==> src/rtl/riscv_pkg.sv <==
// Shared RV32I core definitions: datapath width, reset PC, bubble encoding and the
// IF/ID pipeline register layout.
package riscv_pkg;
    localparam int unsigned XLEN = 32;
    localparam logic [XLEN-1:0] RESET_PC = 32'h0000_0000;
    localparam logic [31:0] NOP_INSTR = 32'h0000_0013;

    typedef struct packed {
        logic            valid;
        logic [31:0]     instr;
        logic [XLEN-1:0] pc;
        logic [XLEN-1:0] pc_plus4;
    } ifid_t;

    typedef enum logic {
        FS_RUN  = 1'b0,
        FS_HALT = 1'b1
    } fetch_state_e;
endpackage

==> src/rtl/ifid_reg.sv <==
// IF/ID pipeline register. bubble beats load; neither asserted means hold.
module ifid_reg
    import riscv_pkg::*;
(
    input  logic            clk,
    input  logic            rst,
    input  logic            load,
    input  logic            bubble,
    input  logic [31:0]     instr_in,
    input  logic [XLEN-1:0] pc_in,
    output logic            valid,
    output logic [31:0]     instr,
    output logic [XLEN-1:0] pc,
    output logic [XLEN-1:0] pc_plus4
);
    ifid_t ifid_q, ifid_d;

    always_comb begin
        ifid_d = ifid_q;
        if (bubble) begin
            ifid_d.valid    = 1'b0;
            ifid_d.instr    = NOP_INSTR;
            ifid_d.pc       = pc_in;
            ifid_d.pc_plus4 = pc_in + XLEN'(4);
        end else if (load) begin
            ifid_d.valid    = 1'b1;
            ifid_d.instr    = instr_in;
            ifid_d.pc       = pc_in;
            ifid_d.pc_plus4 = pc_in + XLEN'(4);
        end
    end

    always_ff @(posedge clk) begin
        if (rst) begin
            ifid_q.valid    <= 1'b0;
            ifid_q.instr    <= NOP_INSTR;
            ifid_q.pc       <= '0;
            ifid_q.pc_plus4 <= '0;
        end else begin
            ifid_q <= ifid_d;
        end
    end

    assign valid    = ifid_q.valid;
    assign instr    = ifid_q.instr;
    assign pc       = ifid_q.pc;
    assign pc_plus4 = ifid_q.pc_plus4;
endmodule

==> src/rtl/fetch_stage.sv <==
// IF stage: PC register, next-PC selection and the misaligned-redirect halt state.
// The fetched word is captured one cycle later by ifid_reg.
module fetch_stage
    import riscv_pkg::*;
#(
    parameter int unsigned IMEM_AW = 6
) (
    input  logic               clk,
    input  logic               rst,
    output logic [IMEM_AW-1:0] imem_addr,
    input  logic [31:0]        imem_rdata,
    input  logic               mem_busy,
    input  logic               stall,
    input  logic               redirect_valid,
    input  logic [XLEN-1:0]    redirect_target,
    output logic [XLEN-1:0]    pc,
    output logic               ifid_valid,
    output logic [31:0]        ifid_instr,
    output logic [XLEN-1:0]    ifid_pc,
    output logic [XLEN-1:0]    ifid_pc_plus4,
    output logic               misalign_err
);
    logic [XLEN-1:0] pc_q, pc_d;
    fetch_state_e    state_q, state_d;
    logic            ifid_load, ifid_bubble;

    // Priority: halted > redirect > stall > mem_busy > normal fetch.
    always_comb begin
        pc_d        = pc_q;
        state_d     = state_q;
        ifid_load   = 1'b0;
        ifid_bubble = 1'b0;
        if (state_q == FS_HALT) begin
            ifid_bubble = 1'b1;
        end else if (redirect_valid) begin
            ifid_bubble = 1'b1;
            if (redirect_target[1:0] == 2'b00) pc_d = redirect_target;
            else                               state_d = FS_HALT;
        end else if (stall) begin
            // hold everything, even if the memory port is also taken
        end else if (mem_busy) begin
            ifid_bubble = 1'b1;
        end else begin
            ifid_load = 1'b1;
            pc_d      = pc_q + XLEN'(4);
        end
    end

    always_ff @(posedge clk) begin
        if (rst) begin
            pc_q    <= RESET_PC;
            state_q <= FS_RUN;
        end else begin
            pc_q    <= pc_d;
            state_q <= state_d;
        end
    end

    assign pc           = pc_q;
    assign imem_addr    = pc_q[IMEM_AW+1:2];
    assign misalign_err = (state_q == FS_HALT);

    ifid_reg u_ifid_reg (
        .clk      (clk),
        .rst      (rst),
        .load     (ifid_load),
        .bubble   (ifid_bubble),
        .instr_in (imem_rdata),
        .pc_in    (pc_q),
        .valid    (ifid_valid),
        .instr    (ifid_instr),
        .pc       (ifid_pc),
        .pc_plus4 (ifid_pc_plus4)
    );
endmodule

==> config.mk <==
export PLATFORM = sky130hd
export DESIGN_NAME = fetch_stage
export DESIGN_NICKNAME = d
export VERILOG_FILES = /design/src/rtl/riscv_pkg.sv /design/src/rtl/ifid_reg.sv /design/src/rtl/fetch_stage.sv
export SDC_FILE = /design/constraint.sdc
export NUM_CORES = 1
export LEC_CHECK = 0
export BUFFER_PORTS_ARGS = -buffer_cell sky130_fd_sc_hd__buf_2
export CAP_MARGIN = 40
export CORE_UTILIZATION = 40
export CTS_BUF_LIST = sky130_fd_sc_hd__clkbuf_8 sky130_fd_sc_hd__clkbuf_16
export CTS_CLUSTER_SIZE = 8
export DETAILED_ROUTE_END_ITERATION = 7
export PLACE_DENSITY = 0.72
export SLEW_MARGIN = 10
export SYNTH_ARGS = -nofsm -noshare
export SYNTH_HDL_FRONTEND = slang
export SYNTH_SLANG_ARGS = --single-unit
export TNS_END_PERCENT = 100
==> constraint.sdc <==
create_clock -name clk -period 1.9 [get_ports clk]
set_input_delay 0.285 -clock clk [delete_from_list [all_inputs] [get_ports clk]]
set_output_delay 0.285 -clock clk [all_outputs]
set_load 0.01 [all_outputs]
==> summary.txt, run 1 <==
Status
  – Status: finished, final reports clean

Power and ir drop
  – Lkg Pwr: 3.46 nW
  – Peak supply drop: 0.558 mV
  – PwrDens: 888 nW/µm²

Critical path
  – Critical path buffers and inverters: 0
  – FF-to-FF setup slack: 0.06 ns
  – Crit end category: flop
  – Reg2Reg Capture Point: u_ifid_reg.pc_plus4[29]$_SDFFE_PP0P_
  – R2R cell count: 5
  – Startpoint Class: flop
  – CP top delay family: simple AND/OR/NAND/NOR gates
  – CP max stage delay: 0.60 ns
  – CP max stage cell: or4_4
  – Worst flop-to-flop path startpoint: pc[17]$_SDFFE_PP0P_
  – Critical path arrival: 2.19 ns
  – CP max FO: 3
  – Worst-path cell chain: nand4_2 > or4_4 > nor4_4 > xnor2_2 > a211oi_2
  – CP Class: reg2reg
  – CP required: 2.25 ns

Yosys
  – Post-synth EDFFs: 0
  – Syn Inst Count: 745
  – FFs w/ async S/R, synth: 0
  – Synth area leaders: dfxtp_1 (43%), nand2_1 (10%), a21oi_1 (6.6%), buf_4 (5.2%), a211oi_1 (3.8%)
  – Count leader, synth: nand2_1
  – Area leader, netlist: dfxtp_1
  – Syn Std Cell Area: 5960 µm²
  – Top cell type's share of synthesized area: 0.430
  – Ys flop type: dfxtp_1
  – Seq/Total Area, Yosys: 0.430
  – FF+latch count, synth: 128
  – Mapped Avg Cell Area: 8.00 µm²
  – Syn. warnings: 0
  – Commonest cells in the netlist: nand2_1 (160), dfxtp_1 (128), a21oi_1 (79)
  – Syn_nets: 815
  – Synth cell types: 55

STA
  – Hold Vio Cnt, Final: 0
  – Least-Margin Pin Slew: 0.580 ns
  – # setup viols final: 0
  – Clock Skew: 0.00651 ns
  – Tcrit/Tclk final: 0.969
  – Fin Setup TNS: 0 ns
  – PnR worst setup slack: 0.0592 ns
  – Slew HR: 0.611
  – Unrepaired setup endpoints after global routing: yes
  – Hold_ws: 0.0709 ns
  – Highest clock rate: 0.543 GHz
  – Period minus WS final: 1.84 ns
  – Slew Viols, Final: 0

Clock tree
  – CTS tree: done
  – Clock root buffer: clkbuf_16
  – Clock Tree Buf Depth: 2
  – Worst-skew pair later-pin latency: 0.43 ns
  – CTS clk-pin slew, worst paths: 0.06 ns
  – Clk sinks: 128
  – Setup Buffers After CTS: 0
  – Total CTS buffers: 17
  – H-tree levels: 4

Placement
  – Final GP Congestion: 0.884
  – DP Worst Slack: 0.00707 ns
  – HPWL Detailed: 12,700 µm
  – Port Buf Inserts: 204

Final layout
  – Ant. Diodes: 0
  – FF+latch area: 2570 µm²
  – Filler cell count: 1,407
  – Area grow syn2layout: 32.6%
  – Share of cells above drive strength 1: 0.352
  – Nets: 995
  – Multi-input gate area: 2920 µm²

GRT
  – Vias in the first global route: 5,022
  – First-pass GRT wire length: 26,700 µm
  – Gr ovfl total: 0
  – Largest net degree at the start of global routing: 89
  – Initial antenna violation count: 0
  – Tot GR Track Use: 0.230

Floorplanning
  – Area of the die: 15,400 µm²
  – Die width: 124 µm
  – # rows: 44
  – I/O pin count: 205
  – Initial cell density of the core: 0.410
  – Core area: 14,500 µm²
  – Die Y: 124 µm

Detailed routing
  – DRT iter0 DRCs: 378
  – Drt drc: 0
  – Vias per cell: 5.16
  – Final ANT Viol Nets: 0
  – Routed WL: 18,100 µm
  – Vias: 5,786
  – First drt pass iteration count: 5
  – Detail-routed net length per standard cell: 16.1 µm

Min path
  – HP Start: imem_rdata[0]
  – Hold crit path type: in2reg
  – Hold path cells: 3
  – Hold EP: u_ifid_reg.instr[0]$_SDFFE_PP1P_

Run
  – Max_cap viols: 0
==> report_power, final <==
part	switching [mW]	total (mW)	internal, mW
sequential	0.0650	2.84	2.78
clock	1.19	3.43	2.24
combinational	0.437	0.740	0.303
total	1.69	7.01	5.32
==> sequential cells by signal, indices dropped and copies added, names as in the netlist <==
register             flops
u_ifid_reg.pc           30
misalign_err             1
pc                      32
u_ifid_reg.valid         1
u_ifid_reg.pc_plus4     32
u_ifid_reg.instr        32
==> through the flow <==
step / cell area, µm² / utilization / total power [mW] / cells
global placement: 7180 / 0.494 / 3.61 / 1089
CTS: 7820 / 0.538 / 7.05 / 1121
global route: 7900 / 0.544 / 7.27 / 1122
finish: 7900 / 0.544 / 7.01 / 1122
floorplan: 5970 / - / 3.32 / 745
detailed placement: 7180 / 0.494 / 3.62 / 1089
==> worst register-to-register path, stage by stage (launching register included) <==
cell	delay, ns
dfxtp_1	0.37
nand4_2	0.15
or4_4	0.60
nor4_4	0.29
xnor2_2	0.12
a211oi_2	0.23
==> layout make-up <==
cell class | instances | share of cell area
clock buffers | 19 | 0.0573
inverters | 7 | 0.00333
well taps | 184 | 0.0291
multi-input cells | 509 | 0.370
repair buffers | 262 | 0.194
clock inverters | 13 | 0.0214
flip-flops and latches | 128 | 0.325
==> cells in the final DEF, fill, tap and decap left out, types with 3 or more instances in the layout <==
cell type  instances
o41ai_1            3
buf_2            203
bufinv_16          4
nor4_4             4
o21ai_0           23
dfxtp_2            4
nor3_1             7
a31oi_1           12
clkbuf_16         17
nand3_1           16
nor3b_1            5
nor3_2             3
xor2_1            11
buf_12             6
o31ai_1            4
a22oi_1            5
dfxtp_1          124
xnor2_1           15
buf_4             53
inv_1              9
clkinv_2           5
nand2_1          159
nand4_1            6
a21oi_1           78
a211oi_1          29
and3_1             5
nand3b_1           9
or3_1              4
nor4_2             3
a32o_1             6
a211oi_2           3
nor2_1            54
a22o_1             5
==> how the worst max path moves through the flow <==
stage,start,endpoint,slack [ns],cells past startpoint
6_report,pc[17]$_SDFFE_PP0P_,u_ifid_reg.pc_plus4[29]$_SDFFE_PP0P_,0.06,5
5_1_grt,pc[15]$_SDFFE_PP0P_,u_ifid_reg.pc_plus4[29]$_SDFFE_PP0P_,-0.02,5
4_1_cts,pc[16]$_SDFFE_PP0P_,pc[30]$_SDFFE_PP0P_,0.006,5
3_5_place_dp,pc[3]$_SDFFE_PP0P_,pc[22]$_SDFFE_PP0P_,0.007,6
3_3_place_gp,pc[3]$_SDFFE_PP0P_,pc[22]$_SDFFE_PP0P_,0.05,6
2_1_floorplan,pc[2]$_SDFFE_PP0P_,pc[16]$_SDFFE_PP0P_,0.02,6
==> per-layer routing <==
| metal | global-route usage | share of wire | vias up |
|---|---|---|---|
| met5 | 0 | 0 | - |
| met3 | 0.0650 | 0.071 | 21 |
| met2 | 0.325 | 0.45 | 193 |
| li1 | - | - | 2904 |
| met1 | 0.327 | 0.46 | 2668 |
| met4 | 0.0863 | 0.018 | 0 |
==> kinds of logic (layout without fill, tap and decap cells) <==
family          count (synthesis)  in the layout  synth area share
simple gates                  301            302             0.243
compound gates                175            175             0.181
xor+xnor                       28             28            0.0412
fa+ha+maj                       1              1           0.00210
mux                             3              3           0.00525
buf+inv                       109            301            0.0974
flops                         128            128             0.430
==> repair_timing <==
action | CTS | global route
hold buffers | 0 | 0
cloned | 0 | 1
pin swaps | 0 | 4
resized for setup | 2 | 17
setup endpoints to repair | 2 | 17
No activity file was read; power rests on OpenSTA's default activity.
==> run 2, diff against run 1 <==
--- a/config.mk
+++ b/config.mk
@@ -7,11 +7,11 @@
 export LEC_CHECK = 0
 export BUFFER_PORTS_ARGS = -buffer_cell sky130_fd_sc_hd__buf_2
 export CAP_MARGIN = 40
-export CORE_UTILIZATION = 40
+export CORE_UTILIZATION = 38
 export CTS_BUF_LIST = sky130_fd_sc_hd__clkbuf_8 sky130_fd_sc_hd__clkbuf_16
 export CTS_CLUSTER_SIZE = 8
 export DETAILED_ROUTE_END_ITERATION = 7
-export PLACE_DENSITY = 0.72
+export PLACE_DENSITY = 0.69
 export SLEW_MARGIN = 10
 export SYNTH_ARGS = -nofsm -noshare
 export SYNTH_HDL_FRONTEND = slang
==> run 2 against run 1 <==
Compared with the run above: fmax is 0.29% higher; sequential share of layout area is 0.13 points higher; utilization is 2.8 points lower; cell count is 2.7% higher; sequential power hardly changed; via count hardly changed; global-route usage is 0.59 points lower; register-to-register slack hardly changed.
==> summary.txt, run 2 (synthesis results as in run 1) <==
Status
  – Status: finished, final reports clean (unchanged)

Power and ir drop
  – Pint: 5.07 mW (was 5.32 mW)
  – PwrDens: 868 nW/µm² (was 888 nW/µm²)
  – Clock Power Share: 0.478 (was 0.489)
  – Lkg Pwr: 3.40 nW (was 3.46 nW)
  – Peak supply drop: 0.572 mV (was 0.558 mV)
  – Sequential Power Share: 0.416 (was 0.405)
  – Switching Share: 0.258 (was 0.241)
  – Switching Power: 1.76 mW (was 1.69 mW)
  – Logic pwr share: 0.106 (was 0.105)
  – Total power draw: 6.83 mW (was 7.01 mW)

GRT
  – Met3 usage: 0.0649 (was 0.0650)
  – Vias in the first global route: 5,044 (was 5,022)
  – First-pass GRT wire length: 27,800 µm (was 26,700 µm)
  – Global route hottest layer: met2 (was met1)
  – Initial antenna violation count: 1 (was 0)
  – Met2 usage: 0.326 (was 0.325)
  – Gr ovfl total: 0 (unchanged)
  – Largest net degree at the start of global routing: 89 (unchanged)
  – Tot GR Track Use: 0.224 (was 0.230)
  – GR Util met1: 0.312 (was 0.327)

Detailed routing
  – Vias: 5,791 (was 5,786)
  – Routed WL: 18,100 µm (about the same)
  – DRT iter0 DRCs: 393 (was 378)
  – Drt drc: 0 (unchanged)
  – Final ANT Viol Nets: 0 (unchanged)
  – Vias per cell: 5.03 (was 5.16)
  – Detail-routed net length per standard cell: 15.7 µm (was 16.1 µm)
  – First drt pass iteration count: 5 (unchanged)

STA
  – Slew HR: 0.615 (was 0.611)
  – # setup viols final: 0 (unchanged)
  – Fin Setup TNS: 0 ns (unchanged)
  – Period minus WS final: 1.84 ns (about the same)
  – Hold Vio Cnt, Final: 0 (unchanged)
  – Unrepaired setup endpoints after global routing: yes (unchanged)
  – Slew Viols, Final: 0 (unchanged)
  – Clock Skew: 0.00870 ns (was 0.00651 ns)
  – Tcrit/Tclk final: 0.966 (was 0.969)
  – Least-Margin Pin Slew: 0.574 ns (was 0.580 ns)
  – Highest clock rate: 0.545 GHz (was 0.543 GHz)

Min path
  – HP Start: imem_rdata[4] (was imem_rdata[0])
  – Hold EP: u_ifid_reg.instr[4]$_SDFFE_PP1P_ (was u_ifid_reg.instr[0]$_SDFFE_PP1P_)
  – Hold crit path type: in2reg (unchanged)
  – Hold path cells: 3 (unchanged)

Final layout
  – Share of cells above drive strength 1: 0.348 (was 0.352)
  – Multi-input gate area: 2890 µm² (was 2920 µm²)
  – FF+latch area: 2570 µm² (unchanged)
  – Nets: 996 (was 995)
  – Commonest non-fill, non-tap cell in the layout: buf_2 (unchanged)
  – Area grow syn2layout: 32.1% (was 32.6%)
  – Filler cell count: 1,442 (was 1,407)
  – Most frequent cells in the layout: buf_2 (203), nand2_1 (159), dfxtp_1 (124), a21oi_1 (79), buf_4 (55) (was buf_2 (203), nand2_1 (159), dfxtp_1 (124), a21oi_1 (78), nor2_1 (54))
  – Largest regs: pc x32, u_ifid_reg.instr x32, u_ifid_reg.pc_plus4 x32 (unchanged)

Clock tree
  – CTS tree: done (unchanged)
  – CTS clk-pin slew, worst paths: 0.06 ns (about the same)
  – Total CTS buffers: 17 (unchanged)
  – H-tree levels: 4 (unchanged)
  – Clk sinks: 128 (unchanged)
  – Clock Tree Buf Depth: 2 (unchanged)
  – Worst-skew pair later-pin latency: 0.42 ns (was 0.43 ns)
  – Clock root buffer: clkbuf_16 (unchanged)

Placement
  – Final GP Congestion: 0.887 (was 0.884)
  – Port Buf Inserts: 204 (unchanged)
  – HPWL Detailed: 12,900 µm (was 12,700 µm)

Critical path
  – Worst-path cell chain: nand4_2 > or4_4 > nor4_2 > xnor2_1 > a211oi_1 (was nand4_2 > or4_4 > nor4_4 > xnor2_2 > a211oi_2)
  – Worst flop-to-flop path startpoint: pc[17]$_SDFFE_PP0P_ (unchanged)
  – FF-to-FF setup slack: 0.06 ns (about the same)
  – CP max FO: 3 (unchanged)
  – CP Class: reg2reg (unchanged)
  – Reg2Reg Capture Point: u_ifid_reg.pc_plus4[28]$_SDFFE_PP0P_ (was u_ifid_reg.pc_plus4[29]$_SDFFE_PP0P_)
  – Critical path buffers and inverters: 0 (unchanged)
  – CP required: 2.24 ns (was 2.25 ns)
  – CP max stage delay: 0.59 ns (was 0.60 ns)
  – Critical path arrival: 2.18 ns (was 2.19 ns)
  – CP top delay family: simple AND/OR/NAND/NOR gates (unchanged)
  – CP max stage cell: or4_4 (unchanged)
  – Crit end category: flop (unchanged)
  – Startpoint Class: flop (unchanged)
  – R2R cell count: 5 (unchanged)

Floorplanning
  – Core area: 15,300 µm² (was 14,500 µm²)
  – I/O pin count: 205 (unchanged)
  – # rows: 45 (was 44)
  – Area of the die: 16,200 µm² (was 15,400 µm²)
  – Die Y: 127 µm (was 124 µm)
  – Die width: 127 µm (was 124 µm)
  – Initial cell density of the core: 0.390 (was 0.410)

Run
  – Max_cap viols: 0 (unchanged)
run 2: cell types whose count changed in the layout (fill, tap and decap cells not counted), sizes merged:
cell and change:
clkinvlp +2, buf +2, clkinv +1, bufinv -2, inv -1, nand4 -1
diode +2
run 2: how the worst max path moves through the flow:
stage	startpoint	cells after the start	to
after floorplan	pc[2]$_SDFFE_PP0P_	6	pc[16]$_SDFFE_PP0P_
after global placement	pc[15]$_SDFFE_PP0P_	7	u_ifid_reg.pc_plus4[31]$_SDFFE_PP0P_
after detailed placement	pc[2]$_SDFFE_PP0P_	6	pc[22]$_SDFFE_PP0P_
after CTS	pc[2]$_SDFFE_PP0P_	6	pc[22]$_SDFFE_PP0P_
after global routing	pc[23]$_SDFFE_PP0P_	5	u_ifid_reg.pc_plus4[28]$_SDFFE_PP0P_
final	pc[17]$_SDFFE_PP0P_	5	u_ifid_reg.pc_plus4[28]$_SDFFE_PP0P_
run 2: metrics by stage:
| step | util | setup WS (ns) | instance area [µm²] | instances | hold slack (ns) |
|---|---|---|---|---|---|
| floorplan | - | 0.0165 | 5970 | 745 | 0.409 |
| global placement | 0.472 | 0.0949 | 7210 | 1118 | 0.437 |
| detailed placement | 0.472 | 0.0762 | 7210 | 1118 | 0.443 |
| CTS | 0.511 | 0.0541 | 7800 | 1150 | 0.0653 |
| global route | 0.515 | -0.0501 | 7870 | 1150 | 0.0774 |
| finish | 0.516 | 0.0645 | 7870 | 1152 | 0.0729 |
run 2: what timing repair did:
action	4_1_cts	5_1_grt
hold buffers	0	0
setup buffers	0	0
gates resized for setup	0	13
endpoints found under the setup margin	0	10
run 2: routing by layer:
metal  vias up  wire length (µm)
met5         -                 0
met1      2698              8550
met3        28              1290
met4         0               350
li1       2897                 -
met2       168              7880
run 2: layout make-up:
cell class	instances	area share
diodes	2	0.000636
clock buffers	19	0.0576
clock inverters	13	0.0175
inverters	7	0.00334
multi-input cells	508	0.367
flip-flops and latches	128	0.326
well taps	211	0.0335
repair buffers	264	0.195
run 2: power by group through the flow:
stage          logic [mW]  clock network [mW]  registers (mW)
2_1_floorplan       0.398                   0            2.92
3_3_place_gp        0.718                   0            2.89
3_5_place_dp        0.720                   0            2.90
4_1_cts             0.724                3.31            2.84
5_1_grt             0.793                3.43            2.85
6_report            0.725                3.27            2.84
run 2: worst min-delay path, stage by stage:
cell	delay (ns)
buf_2	0.07
nand2_1	0.04
nand3b_1	0.06
